[src/rtl/udar_pkg.sv]
// Shared definitions for the scanning range-finder controller.
//   scan_state_t : sweep FSM states
//   CAP_LEN_DEF  : default width of a measured range length
//   ANG_LEN_DEF  : default width of a servo angle code
//   cnt_width()  : width of the shared settle/measure down-counter
package udar_pkg;

    typedef enum logic [2:0] {
        ST_IDLE,
        ST_SETTLE,
        ST_MEASURE,
        ST_EMIT,
        ST_STEP
    } scan_state_t;

    localparam int CAP_LEN_DEF = 8;
    localparam int ANG_LEN_DEF = 8;

    // The counter must hold the larger of the two load values.
    function automatic int cnt_width(input int settle, input int meas_to);
        int longest;
        longest = (settle > meas_to) ? settle : meas_to;
        return $clog2(longest + 1);
    endfunction

endpackage

[src/rtl/scan_ctrl_cyc_timer.sv]
// cyc_timer: loadable down-counter with a one-cycle expire indication.
//   clk      : system clock
//   rst      : asynchronous active-low reset
//   load     : load load_val this cycle (takes priority over counting)
//   load_val : number of cycles until expire, counting the first loaded cycle
//   expire   : high during the last cycle of a loaded interval (count == 1)
// The count stops at zero, so expire fires once per load.
module cyc_timer #(
    parameter int W = 4
) (
    input  logic         clk,
    input  logic         rst,
    input  logic         load,
    input  logic [W-1:0] load_val,
    output logic         expire
);

    logic [W-1:0] cnt;

    // NOTE: sequential state is assigned with <= so every flop samples the
    // pre-edge value of its inputs regardless of statement order.
    always_ff @(posedge clk or negedge rst) begin
        if (!rst) begin
            cnt <= '0;
        end else if (load) begin
            cnt <= load_val;
        end else if (cnt != '0) begin
            cnt <= cnt - W'(1);
        end
    end

    assign expire = (cnt == W'(1));

endmodule

[src/rtl/scan_ctrl.sv]
// scan_ctrl: servo sweep controller for a ranging sensor.
// Steps a servo angle, waits for it to settle, runs one range measurement
// (with timeout) and hands out one {angle, length, timeout} record per
// angle over a valid/ready interface.
//   clk        : system clock
//   rst        : asynchronous active-low reset
//   start/stop : single-cycle sweep start / stop requests
//   meas_en    : enable to the ranging driver (high while measuring)
//   meas_done  : measurement-complete pulse, meas_len valid with it
//   angle      : servo angle code
//   busy       : high in any state except IDLE
//   out_valid/out_ready, out_angle/out_len/out_to : result record
// Build option: define SCAN_CTRL_PINGPONG_EN for an up/down sweep;
// otherwise the angle wraps from ANG_MAX back to 0.
module scan_ctrl
    import udar_pkg::*;
#(
    parameter int CAP_LEN = CAP_LEN_DEF,
    parameter int ANG_LEN = ANG_LEN_DEF,
    parameter int ANG_MAX = 180,
    parameter int SETTLE  = 1000,
    parameter int MEAS_TO = 4096
) (
    input  logic               clk,
    input  logic               rst,
    input  logic               start,
    input  logic               stop,
    output logic               meas_en,
    input  logic               meas_done,
    input  logic [CAP_LEN-1:0] meas_len,
    output logic [ANG_LEN-1:0] angle,
    output logic               busy,
    output logic               out_valid,
    input  logic               out_ready,
    output logic [ANG_LEN-1:0] out_angle,
    output logic [CAP_LEN-1:0] out_len,
    output logic               out_to
);

    localparam int                 CNT_W   = cnt_width(SETTLE, MEAS_TO);
    localparam logic [ANG_LEN-1:0] ANG_TOP = ANG_LEN'(ANG_MAX);

    scan_state_t        state, state_nxt;
    logic               run_ok;
    logic               stop_pend;
    logic               tmr_load;
    logic [CNT_W-1:0]   tmr_val;
    logic               tmr_expire;
    logic [ANG_LEN-1:0] angle_nxt;
    logic               sweep_go;
    logic               stop_now;

    // Held low through reset and for the first edge after release, so the
    // FSM cannot leave IDLE on the very first cycle.
    always_ff @(posedge clk or negedge rst) begin
        if (!rst) begin
            run_ok <= 1'b0;
        end else begin
            run_ok <= 1'b1;
        end
    end

    assign sweep_go = start && !stop && run_ok;
    assign stop_now = stop_pend || stop;

    // One timer serves both SETTLE and MEASURE; it is reloaded on every
    // entry into either state.
    cyc_timer #(.W(CNT_W)) u_timer (
        .clk      (clk),
        .rst      (rst),
        .load     (tmr_load),
        .load_val (tmr_val),
        .expire   (tmr_expire)
    );

    always_ff @(posedge clk or negedge rst) begin
        if (!rst) begin
            state <= ST_IDLE;
        end else begin
            state <= state_nxt;
        end
    end

    // NOTE: every signal driven here gets a default first, so no path can
    // leave a value unassigned and infer a latch.
    always_comb begin
        state_nxt = state;
        tmr_load  = 1'b0;
        tmr_val   = '0;
        unique case (state)
            ST_IDLE: begin
                if (sweep_go) begin
                    state_nxt = ST_SETTLE;
                    tmr_load  = 1'b1;
                    tmr_val   = CNT_W'(SETTLE);
                end
            end
            ST_SETTLE: begin
                if (tmr_expire) begin
                    state_nxt = ST_MEASURE;
                    tmr_load  = 1'b1;
                    tmr_val   = CNT_W'(MEAS_TO);
                end
            end
            ST_MEASURE: begin
                if (meas_done || tmr_expire) begin
                    state_nxt = ST_EMIT;
                end
            end
            ST_EMIT: begin
                if (out_ready) begin
                    state_nxt = stop_now ? ST_IDLE : ST_STEP;
                end
            end
            ST_STEP: begin
                state_nxt = ST_SETTLE;
                tmr_load  = 1'b1;
                tmr_val   = CNT_W'(SETTLE);
            end
            default: state_nxt = ST_IDLE;
        endcase
    end

`ifdef SCAN_CTRL_PINGPONG_EN
    logic dir_up;
    logic dir_nxt;

    // Endpoints are visited once per turnaround: the step that reaches an
    // end flips direction on the following step.
    always_comb begin
        angle_nxt = angle;
        dir_nxt   = dir_up;
        if (dir_up) begin
            if (angle == ANG_TOP) begin
                angle_nxt = angle - ANG_LEN'(1);
                dir_nxt   = 1'b0;
            end else begin
                angle_nxt = angle + ANG_LEN'(1);
            end
        end else begin
            if (angle == '0) begin
                angle_nxt = ANG_LEN'(1);
                dir_nxt   = 1'b1;
            end else begin
                angle_nxt = angle - ANG_LEN'(1);
            end
        end
    end

    always_ff @(posedge clk or negedge rst) begin
        if (!rst) begin
            dir_up <= 1'b1;
        end else if (state == ST_IDLE && sweep_go) begin
            dir_up <= 1'b1;
        end else if (state == ST_STEP) begin
            dir_up <= dir_nxt;
        end
    end
`else
    always_comb begin
        angle_nxt = (angle == ANG_TOP) ? '0 : angle + ANG_LEN'(1);
    end
`endif

    // Angle holds in IDLE after a stop; only reset or a new start clears it.
    always_ff @(posedge clk or negedge rst) begin
        if (!rst) begin
            angle <= '0;
        end else if (state == ST_IDLE && sweep_go) begin
            angle <= '0;
        end else if (state == ST_STEP) begin
            angle <= angle_nxt;
        end
    end

    // Record capture; done on the timeout cycle still counts as a result.
    always_ff @(posedge clk or negedge rst) begin
        if (!rst) begin
            out_angle <= '0;
            out_len   <= '0;
            out_to    <= 1'b0;
        end else if (state == ST_MEASURE) begin
            if (meas_done) begin
                out_angle <= angle;
                out_len   <= meas_len;
                out_to    <= 1'b0;
            end else if (tmr_expire) begin
                out_angle <= angle;
                out_len   <= '1;
                out_to    <= 1'b1;
            end
        end
    end

    // A stop while busy is remembered until the current record is handed off.
    always_ff @(posedge clk or negedge rst) begin
        if (!rst) begin
            stop_pend <= 1'b0;
        end else if (state_nxt == ST_IDLE) begin
            stop_pend <= 1'b0;
        end else if (state != ST_IDLE && stop) begin
            stop_pend <= 1'b1;
        end
    end

    assign meas_en   = (state == ST_MEASURE);
    assign busy      = (state != ST_IDLE);
    assign out_valid = (state == ST_EMIT);

endmodule

[config.mk]
export PLATFORM = sky130hd
export DESIGN_NAME = scan_ctrl
export DESIGN_NICKNAME = d
export VERILOG_FILES = /design/src/rtl/udar_pkg.sv /design/src/rtl/scan_ctrl_cyc_timer.sv /design/src/rtl/scan_ctrl.sv
export SDC_FILE = /design/constraint.sdc
export NUM_CORES = 1
export LEC_CHECK = 0
export BUFFER_PORTS_ARGS = -buffer_cell sky130_fd_sc_hd__buf_2
export CORE_MARGIN = 4
export CORE_UTILIZATION = 30
export DETAILED_ROUTE_END_ITERATION = 12
export PLACE_DENSITY_LB_ADDON = 0.12
export SETUP_SLACK_MARGIN = 0.05
export SYNTH_ARGS = -nofsm -noshare
export SYNTH_HDL_FRONTEND = slang
export SYNTH_SLANG_ARGS = --single-unit
[constraint.sdc]
create_clock -name clk -period 3 [get_ports clk]
set_clock_uncertainty 0.1 [all_clocks]
set_input_delay 0.15 -clock clk [delete_from_list [all_inputs] [get_ports clk]]
set_output_delay 0.15 -clock clk [all_outputs]
set_load 0.005 [all_outputs]
==> results.ini <==
[setup_path]
cp-end-kind=flip-flop
rr_worst_depth=6
worstPathArrival_ns=2.39
r2r-end=u_timer.cnt[10]
cp_max_fo=5
cp.required_ns=3.12
reg2reg_from=u_timer.cnt[0]
r2r_slack_ns=0.73
start_kind=flip-flop
worst-setup-path-type=reg -> reg

[synth]
syn_area_mm2=0.00217
yosysWarnings=0
avgSynthCellArea_um2=10.9
syn_nets=218
synth_seq_cells=43
synth_top_cell_area_share_pct=49.6
async_reset_ff_share_pct=100
synth_most_common_cell=dfrtp_1
ys_seq_area_share_pct=49.6
synthTopCellsByCount=dfrtp_1 (43), o21ai_0 (14), nand2_1 (10), inv_1 (9)
ys.flop_type=dfrtp_1
synth_largest_area_cell=dfrtp_1
synthTopCellsByArea=dfrtp_1 (50%), mux2_2 (4.2%), o21ai_0 (3.2%)
synth_cells=199
synth-edff-count=0
synth_cell_types=44

[global_routing]
grt_pass1_vias=1775
grt_start_max_net_pins=44
grtUsageTotal_pct=12.6
grt-ovfl-total=0
grt_pass1_wl_um=8780
antenna_found_initial=0

[die]
start_util_pct=31.4
io_pins=42
die_w_um=93.0
dieArea_mm2=0.00865
num_rows=30
die_y_um=93.0
core_mm2=0.00691

[clock_network]
cts.path.max_buffers=2
clock_latency_ns=0.29
clk_pin_slew_ns=0.08
post-cts-setup-buffers=0
root_buffer=clkbuf_8
cts_tree=yes
cts_sinks=43
cts.htree.levels=2
cts_buffers=5

[routing]
finalWirelength_um=4930
ant_nets=0
dr.pass1.iters=4
drtIter0Drc=95
routedWlPerCell_um=14.0
drc_errors=0
via_per_inst=4.85
vias=1703

[layout]
n_antenna_cell=0
nets=273
area_growth_pct=22.3
post-route-cell-area_mm2=0.00265
layout-drive-gt1-share_pct=25.9

[timing]
period_share_pct=75.7
setup_violations=0
tns_ns=0
rsz0062_at_grt=no
slew_violations=0
worst_pin_slew_ns=0.988
fmax_ghz=0.441
max-slew-margin-rel_pct=34.1
min_period_ns=2.27
finalHoldViolCount=0

[min_path]
hold_end=state[2]
hp-start=out_ready
hp-class=in -> reg
whs_path_depth=3

[placement]
io_buffers=41
postPlaceCellArea_mm2=0.00247
place_congestion=0.764
hpwl_um=3430

[run_status]
status=finished, final reports clean

[power_and_ir_drop]
peakVddDrop_mv=0.259
p_leak_nw=1.16
power_mw=1.89
power.density_mw_per_mm2=711

[job]
drv_cap=0

==> flip-flops by register name (all words and copies together), names as in the netlist <==
| register | cells |
|---|---|
| angle | 8 |
| out_angle | 8 |
| u_timer.cnt | 13 |
| out_len | 8 |
| stop_pend | 1 |
| state | 3 |
| out_to | 1 |
| run_ok | 1 |
==> worst max-delay path, cell delays in order, from the launching register on <==
cell     delay, ns
dfrtp_1       0.43
inv_1         0.11
ha_1          0.19
or3b_2        0.49
or4b_1        0.52
a21oi_1       0.16
mux2i_1       0.20
==> cells in the final DEF (no fill, tap or decap), types with 4 or more instances in the layout <==
cell type,count
a41oi_1,4
a21oi_1,7
or3_1,4
nand2_1,10
nand3_1,7
nor3_1,6
nand4_1,5
o22a_1,8
o21ai_0,13
dfrtp_1,43
buf_2,41
nor2_1,8
nor3b_1,5
ha_1,5
xor2_1,4
clkbuf_8,5
mux2_2,8
buf_4,4
inv_1,9
xnor2_1,5
dlygate4sd3_1,10
==> worst max path at each step <==
stage                                 end            from  cells past startpoint
after floorplan           u_timer.cnt[10]  u_timer.cnt[0]                      6
after global placement       out_angle[0]        state[1]                      3
after CTS                 u_timer.cnt[10]  u_timer.cnt[0]                      6
final                     u_timer.cnt[10]  u_timer.cnt[0]                      6
after detailed placement  u_timer.cnt[10]  u_timer.cnt[0]                      6
after global routing         out_angle[2]        state[1]                      3
==> layer usage <==
layer | routed length [um] | GRT usage, % | part of all wire, %
met1 | 2410 | 17.4 | 49
met2 | 2260 | 19.7 | 46
met3 | 215 | 3.62 | 4.4
met4 | 42 | 2.56 | 0.85
met5 | 0 | 0 | 0
==> repair_timing <==
item	4_1_cts	5_1_grt
resized for setup	0	0
endpoints found under the hold margin	52	0
hold buffers	10	0
==> logic make-up (layout without fill, tap and decap cells) <==
family          after synthesis  in the layout  synth area share, %
xor+xnor                      9              9                 3.64
mux                          11             11                 5.54
compound gates               45             45                 14.9
simple gates                 69             69                 19.2
fa+ha+maj                     5              5                 2.89
other cells                   1              1                0.173
buf+inv                      16             72                 4.04
flops                        43             43                 49.6
==> through the flow <==
stage | utilization (%) | std cells | worst slack, ns | hold WS [ns]
after floorplan | - | 199 | 0.886 | -0.246
after global placement | 35.8 | 333 | 0.795 | 0.260
after detailed placement | 35.8 | 333 | 0.737 | 0.265
after CTS | 38.4 | 351 | 0.729 | 0.0388
after global routing | 38.4 | 351 | 0.589 | 0.0472
final | 38.4 | 351 | 0.730 | 0.0404
==> final cells by class <==
type | instances | area (um^2)
fill | 742 | 4260
sequential | 43 | 1080
multi-input combinational | 140 | 1000
timing repair buffer | 55 | 335
tap | 96 | 120
clock buffer | 7 | 76.3
inverter | 9 | 33.8
clock inverter | 1 | 5.00
==> report_power, final <==
part / internal (mW) / total (mW) / switching (mW)
combinational: 0.317 / 0.588 / 0.270
sequential: 0.764 / 0.942 / 0.177
clock: 0.164 / 0.356 / 0.193
total: 1.24 / 1.89 / 0.641
Power figures use the tool's default switching activity.
